**config.mk**
```make
export PLATFORM = sky130hd
export DESIGN_NAME = ysyx_220053_ifq
export DESIGN_NICKNAME = d
export VERILOG_FILES = /design/src/rtl/ysyx_220053_ifq.sv
export SDC_FILE = /design/constraint.sdc
export NUM_CORES = 1
export LEC_CHECK = 0
export BUFFER_PORTS_ARGS = -buffer_cell sky130_fd_sc_hd__buf_2
export CORE_MARGIN = 1
export CORE_UTILIZATION = 52
export CTS_CLUSTER_DIAMETER = 80
export DETAILED_ROUTE_END_ITERATION = 10
export PLACE_DENSITY = 0.85
export REMOVE_ABC_BUFFERS = 1
export SETUP_SLACK_MARGIN = 0.2
export SLEW_MARGIN = 20
export SYNTH_ARGS = -nofsm -noshare
export SYNTH_HDL_FRONTEND = slang
export SYNTH_SLANG_ARGS = --single-unit
```
**constraint.sdc**
```tcl
create_clock -name clk -period 17.8 [get_ports clk]
set_clock_uncertainty 0.1 [all_clocks]
set_input_delay 1.78 -clock clk [delete_from_list [all_inputs] [get_ports clk]]
set_output_delay 1.78 -clock clk [all_outputs]
set_load 0.01 [all_outputs]
```
**src/rtl/ysyx_220053_ifq.sv**
```systemverilog
// Instruction fetch queue between IFU and IDU: DEPTH-entry {pc, instr} FIFO with flush.
// Optional zero-latency empty-queue bypass when IFQ_BYPASS_EN is defined.
module ysyx_220053_ifq #(
  parameter int unsigned DEPTH = 4,
  parameter int unsigned PC_W  = 64
) (
  input  logic                     clk,
  input  logic                     rst,
  input  logic                     in_valid,
  output logic                     in_ready,
  input  logic [PC_W-1:0]          in_pc,
  input  logic [31:0]              in_instr,
  input  logic                     flush,
  output logic                     out_valid,
  input  logic                     out_ready,
  output logic [PC_W-1:0]          out_pc,
  output logic [31:0]              out_instr,
  output logic [$clog2(DEPTH):0]   count
);

  localparam int unsigned AW    = $clog2(DEPTH);
  localparam int unsigned PTR_W = AW + 1;

  logic [PTR_W-1:0] wptr_q, wptr_d;
  logic [PTR_W-1:0] rptr_q, rptr_d;
  logic [PC_W-1:0]  pc_mem_q    [DEPTH];
  logic [31:0]      instr_mem_q [DEPTH];

  logic [AW-1:0] widx_c;
  logic [AW-1:0] ridx_c;
  logic          empty_c;
  logic          full_c;
  logic          bypass_c;
  logic          push_c;
  logic          pop_c;

  // Status, handshake and head selection; flush masks out_valid and push in the same cycle.
  always_comb begin
    widx_c  = wptr_q[AW-1:0];
    ridx_c  = rptr_q[AW-1:0];
    empty_c = (wptr_q == rptr_q);
    full_c  = (widx_c == ridx_c) && (wptr_q[AW] != rptr_q[AW]);
`ifdef IFQ_BYPASS_EN
    bypass_c = empty_c & in_valid & ~flush & ~rst;
`else
    bypass_c = 1'b0;
`endif
    in_ready  = ~rst & ~full_c;
    out_valid = ~rst & ~flush & (~empty_c | bypass_c);
    pop_c     = out_valid & out_ready & ~empty_c;
    // A bypassed entry taken by IDU in the same cycle is never stored.
    push_c    = in_valid & in_ready & ~flush & ~(bypass_c & out_ready);
    wptr_d    = wptr_q + PTR_W'(push_c);
    rptr_d    = rptr_q + PTR_W'(pop_c);

    out_pc    = '0;
    out_instr = '0;
    if (!rst) begin
      if (!empty_c) begin
        out_pc    = pc_mem_q[ridx_c];
        out_instr = instr_mem_q[ridx_c];
      end else if (bypass_c) begin
        out_pc    = in_pc;
        out_instr = in_instr;
      end
    end
    count = rst ? '0 : (wptr_q - rptr_q);
  end

  // Pointer state; reset and flush both empty the queue.
  always_ff @(posedge clk) begin
    if (rst || flush) begin
      wptr_q <= '0;
      rptr_q <= '0;
    end else begin
      wptr_q <= wptr_d;
      rptr_q <= rptr_d;
    end
  end

  // Entry storage; contents are don't-care until written.
  always_ff @(posedge clk) begin
    if (push_c) begin
      pc_mem_q[widx_c]    <= in_pc;
      instr_mem_q[widx_c] <= in_instr;
    end
  end

endmodule

```
==> impl_metrics.tcl, run 1 <==
set metrics [dict create \
    post_cts_buffers 0 \
    setup_viol_count_final 0 \
    hpwlAfterDp_um 17100 \
    numCtsBuffers 40 \
    dp_worst_setup_slack_ns 12.38 \
    count_of_maximum_capacitance_violations 0 \
    yosysTopAreaCellShare_pct 75.0 \
    worst-slew-pin-transition_ns 0.949 \
    critPathLaunchType "input pin" \
    critical-path-max-stage-delay_ns 0.56 \
    critical-path-top-cell-by-count "buf_2" \
    crit_path_cell_trace "buf_2 -> clkinv_2 -> buf_4 -> o211a_1 -> buf_2" \
    outcome "completed" \
    wire_length_of_the_first_global_routing_pass_um 46000 \
    path_class "input pin to output pin" \
    synthDominantAreaCellType "edfxtp_1" \
    crit_required_ns 15.92 \
    worst_r2r_endpoint "pc_mem_q[2][6]$_DFFE_PP_" \
    worst_setup_path_end_kind "output pin" \
    final_slew_viol_count 0 \
    flow.area_growth_from_synthesis_pct 17.5 \
    wire_per_inst_um 23.3 \
    rr_worst_depth 6 \
    numClockSinks 390 \
    syn_inst 676 \
    finish.net_count 987 \
    synthesis.area_per_instance_um2 22.7 \
    holdCritPathClass "register to register" \
    rsz0062_at_grt "no" \
    die-area_um2 30200 \
    synth_async_sr_flop_share_pct 0 \
    yosysSeqAreaShare_pct 75.8 \
    power.density_cell_area_nw_per_um2 105 \
    slew_hr_pct 36.7 \
    core_region_area_um2 28900 \
    cts_hold_repair.buffers 0 \
    finalWirelength_um 30200 \
    grt_start_max_net_pins 61 \
    floorplan.die.height_um 174 \
    hold_slack_ns 0.576 \
    worst-r2r-setup-slack_ns 13.76 \
    path_clk_slew_ns 0.06 \
    initialDrtViolationCount 610 \
    number_of_routed_nets_with_antenna_violations 0 \
    layout_min_cycle_time_ns 5.43 \
    cts_tree "yes" \
    synth-main-ff-cell "edfxtp_1" \
    critical_path_peak_fanout 55 \
    worst-endpoint-arrival_ns 3.55 \
    static-leakage-power_uw 0.00728 \
    period_share_pct 30.5 \
    regToRegStartpoint "rptr_q[1]$_SDFF_PP0_" \
    ys_ff_latch 390 \
    syn-cell-area_um2 15400 \
    yosysUniqueCellTypes 25 \
    clock_latency_on_the_worst_skew_pair_ns 0.51 \
    clock_tree.root_cell "clkbuf_16" \
    top_cells_by_area_in_the_synthesized_netlist "edfxtp_1 (75%), mux4_2 (14%), o211a_1 (6.3%)" \
    gr-total-overflow 0 \
    place_congestion 0.744 \
    hold_end "rptr_q[2]$_SDFF_PP0_" \
    post-route-drc-count 0 \
    timing.hold.worst.start "rptr_q[2]$_SDFF_PP0_" \
    max_clock_freq_mhz 184 \
    yosysWarningCount 0 \
    synth_edf_count 384 \
    holdPathStages 2 \
    clockBufferDepth 3 \
    cp_slowest_cell "clkinv_2" \
    totalNegativeSetupSlack_ns 0 \
    floorplan.die.width_um 174 \
    port_buffers 201 \
    vias 7666 \
    drt-vias-per-instance 5.93 \
    fraction_of_layout_cells_with_a_size_suffix_above_1_pct 41.7 \
    row_count 62 \
    ctsResizeCount 0 \
    gr-usage-all-layers_pct 20.1 \
    yosysMostFrequentCell "edfxtp_1" \
    initial_standard_cell_utilization_of_the_core_pct 53.3 \
    first_global_vias 7958 \
    synth_common_cells "edfxtp_1 (384), mux4_2 (96), o211a_1 (96), clkbuf_1 (25), buf_2 (23)" \
    grt_antenna_before_repair 4 \
    nFillCells 2001 \
    final_total_power_uw 1900 \
    drt_pass_1_iters 5 \
    htree_num_levels 2 \
    ioPinCount 202 \
    ir_drop_mv 0.0785 \
    hold_viol_final 0 \
    setup_slack_ns 12.37 \
]
## registers in the layout, indices dropped and copies added, names as in the netlist
| signal | flops |
|---|---|
| rptr_q | 3 |
| instr_mem_q | 128 |
| pc_mem_q | 256 |
| wptr_q | 3 |
## final cells by class
| class | count | area, um^2 | share of cell area [%] |
|---|---|---|---|
| antenna | 1 | 2.50 | 0.0139 |
| clock buffer | 46 | 1040 | 5.79 |
| clock inverter | 24 | 267 | 1.48 |
| inverter | 5 | 20.0 | 0.111 |
| multi-input combinational | 225 | 3460 | 19.1 |
| sequential | 390 | 11700 | 64.6 |
| tap | 384 | 480 | 2.66 |
| timing repair buffer | 217 | 1130 | 6.24 |
## kinds of logic after synthesis
kind of cell / count (synthesis) / share of synthesized area, %
buffers and inverters: 61 / 2.03
xor gates and xnor gates: 5 / 0.375
and+or+nand+nor: 13 / 0.448
adders and majority gates: 7 / 0.619
DFF: 390 / 75.8
AOI/OAI and AO/OA: 104 / 6.65
muxes: 96 / 14.1
## routing by layer
metal	vias up	GRT usage, %	wire [um]
met2	317	32.3	14600
met3	46	4.22	2190
met5	-	0	26
met4	4	5.04	558
li1	3322	-	-
met1	3977	28.6	12700
## cells in the final DEF, fill, tap and decap left out
| master | instances |
|---|---|
| nor3_1 | 2 |
| nand2_4 | 1 |
| fa_1 | 1 |
| xnor3_1 | 1 |
| clkinv_2 | 6 |
| buf_4 | 16 |
| a2111oi_0 | 1 |
| clkinvlp_4 | 2 |
| nor2_1 | 4 |
| clkbuf_1 | 5 |
| a21oi_1 | 2 |
| mux4_2 | 96 |
| clkbuf_16 | 41 |
| and2_1 | 5 |
| ha_1 | 6 |
| xor2_4 | 1 |
| bufinv_16 | 6 |
| edfxtp_1 | 384 |
| xnor2_1 | 3 |
| inv_1 | 4 |
| a2111oi_2 | 4 |
| diode_2 | 1 |
| o211a_1 | 96 |
| or3b_2 | 1 |
| dfxtp_4 | 2 |
| clkinv_1 | 10 |
| dfxtp_1 | 4 |
| a211oi_1 | 1 |
| inv_6 | 1 |
| buf_2 | 201 |
## power breakdown
| part | switching (uW) | internal (uW) | total [uW] |
|---|---|---|---|
| Combinational | 28.1 | 17.9 | 46.0 |
| Sequential | 1.79 | 1020 | 1020 |
| Clock | 325 | 506 | 831 |
| Total | 355 | 1540 | 1900 |
## through the flow
| step | util [%] | instance area [um^2] | std cells |
|---|---|---|---|
| finish | 62.6 | 18100 | 1292 |
| floorplan | - | 15100 | 620 |
| detailed placement | 58.0 | 16700 | 1221 |
| global route | 62.6 | 18100 | 1292 |
| global placement | 58.0 | 16700 | 1221 |
| CTS | 62.6 | 18100 | 1291 |
## worst max path at each step
stage	startpoint	end	slack, ns	cells past startpoint
finish	rst	out_instr[16]	12.37	5
CTS	rst	out_instr[16]	12.38	5
global route	rst	out_instr[16]	12.26	5
detailed placement	rst	out_instr[16]	12.38	5
global placement	rst	out_instr[16]	12.45	5
floorplan	rptr_q[0]$_SDFF_PP0_	instr_mem_q[0][0]$_DFFE_PP_	-3.13	3
## critical path, delay by kind of cell
family	cells	cell delay (ns)
AO/OA/AOI/OAI	1	0.23
buffers and inverters	4	1.44
Power figures use the tool's default switching activity.
==> run 2: changes to the inputs <==
clock period = 4.4 ns   (was 17.8 ns; I/O delays follow)
==> impl_metrics.tcl, run 2 (synthesis gave the netlist of run 1 again) <==
set metrics [dict create \
    fraction_of_layout_cells_with_a_size_suffix_above_1_pct 40.9 \
    power_switching_share_pct 19.0 \
    rsz0062_at_grt "no" \
    dp_worst_setup_slack_ns 1.36 \
    floorplan.die.height_um 174 \
    hold_slack_ns 0.0334 \
    clock_tree.root_cell "clkbuf_16" \
    finalWirelength_um 30500 \
    clock_power_share_pct 41.4 \
    hold_viol_final 0 \
    layout_min_cycle_time_ns 3.54 \
    internal_power_uw 5950 \
    wire_per_inst_um 23.6 \
    critPathLaunchType "register" \
    crit_required_ns 3.86 \
    floorplan.die.width_um 174 \
    count_of_maximum_capacitance_violations 0 \
    slew_hr_pct 46.2 \
    first_global_vias 7809 \
    clockBufferDepth 3 \
    critical_path_peak_fanout 42 \
    critPathBufInv 3 \
    cts_hold_repair.buffers 0 \
    ctsResizeCount 0 \
    path_clk_slew_ns 0.06 \
    initial_standard_cell_utilization_of_the_core_pct 53.3 \
    wire_length_of_the_first_global_routing_pass_um 46300 \
    cp_top_family "buffers and inverters" \
    post_cts_buffers 0 \
    drt_pass_1_iters 5 \
    numCtsBuffers 40 \
    worst-slew-pin-transition_ns 0.807 \
    post-route-drc-count 0 \
    cts_tree "yes" \
    grt_start_max_net_pins 98 \
    p_switching_uw 1390 \
    htree_num_levels 2 \
    power.density_cell_area_nw_per_um2 408 \
    numClockSinks 390 \
    power_frac_seq_pct 56.1 \
    flow.area_growth_from_synthesis_pct 17.1 \
    met2WireLength_um 15700 \
    initialDrtViolationCount 764 \
    nFillCells 1995 \
    holdCritPathClass "input pin to register" \
    finish.net_count 984 \
    ir_drop_mv 0.351 \
    gr-usage-all-layers_pct 20.4 \
    worst-endpoint-arrival_ns 3.00 \
    largest_reg_flops 256 \
    row_count 62 \
    ioPinCount 202 \
    port_buffers 201 \
    largest_registers "pc_mem_q: 256 flops, instr_mem_q: 128 flops" \
    highest_count_cells_in_the_layout_ignoring_fill_and_taps "edfxtp_1 (384), buf_2 (201), mux4_2 (96), o211a_1 (96), clkbuf_16 (41)" \
    period_share_pct 80.6 \
    setup_viol_count_final 0 \
    cp_slowest_cell "buf_4" \
    crit_path_cell_trace "buf_4 -> buf_4 -> mux4_2 -> o211a_1 -> buf_2" \
    postPlaceCellArea_um2 16800 \
    power.combinational.fraction_pct 2.5 \
    setup_slack_ns 0.855 \
    max_clock_freq_mhz 282 \
    hpwlAfterDp_um 17400 \
    die-area_um2 30200 \
    critical-path-top-cell-by-count "buf_4" \
    footprint_of_the_multi_input_gates_um2 3470 \
    drt-vias-per-instance 5.91 \
    worst-r2r-setup-slack_ns 1.46 \
    critical-path-max-stage-delay_ns 0.61 \
    worst_setup_path_end_kind "output pin" \
    regMostFlops "pc_mem_q" \
    wl_met3_um 2120 \
    final_area_um2 18000 \
    highest_layer "met5" \
    mostFrequentLayoutCell "edfxtp_1" \
    vias 7640 \
    static-leakage-power_uw 0.00722 \
    core_region_area_um2 28900 \
    seqCellArea_um2 11700 \
    final_slew_viol_count 0 \
    clock_latency_on_the_worst_skew_pair_ns 0.52 \
    number_of_routed_nets_with_antenna_violations 0 \
    outcome "completed" \
    gr-total-overflow 0 \
    place_congestion 0.737 \
    route.layer.met1.wl_um 12200 \
    final_total_power_uw 7350 \
    grt_antenna_before_repair 6 \
    utilization_pct 62.4 \
    path_class "register to output pin" \
]
-- run 2: cell types whose count changed in the layout (fill, tap and decap cells not counted), sizes merged --
cell	delta
buf	-3
bufinv	-5
clkinv	-2
diode	+3
inv	-1
clkbuf	+9
clkinvlp	-1
-- run 2: power by group through the flow --
stage	Clock, uW	Combinational [uW]	Sequential (uW)
6_report	3040	186	4120
5_1_grt	3250	203	4120
4_1_cts	3100	188	4120
3_5_place_dp	0	186	4200
3_3_place_gp	0	176	4190
2_1_floorplan	0	68.6	4220
-- run 2: path summary, 6_finish.rpt --
kind / from / endpoint / depth (start not counted)
setup / recovery: rptr_q[1]$_SDFF_PP0_ / out_pc[40] / 5
hold / removal: in_pc[39] / pc_mem_q[0][39]$_DFFE_PP_ / 1
setup reg to reg: wptr_q[0]$_SDFF_PP0_ / pc_mem_q[0][22]$_DFFE_PP_ / 5
hold reg to reg: wptr_q[2]$_SDFF_PP0_ / wptr_q[2]$_SDFF_PP0_ / 2
-- run 2: cell type report --
class	count	area share (%)
antenna	4	0.0556
clock buffer	55	5.99
clock inverter	15	0.528
inverter	5	0.111
multi-input combinational	225	19.3
sequential	390	64.8
tap	384	2.67
timing repair buffer	214	6.62
-- run 2: metrics by stage --
stage	std cells	setup TNS, ns
floorplan	620	-6613.25
global placement	1218	0
detailed placement	1218	0
CTS	1288	0
global route	1290	0
finish	1292	0
-- run 2: per-layer routing --
layer | track usage [%] | vias up
met5 | 0 | -
met4 | 5.74 | 6
met3 | 3.83 | 40
met2 | 33.6 | 298
met1 | 28.1 | 3972
li1 | - | 3324
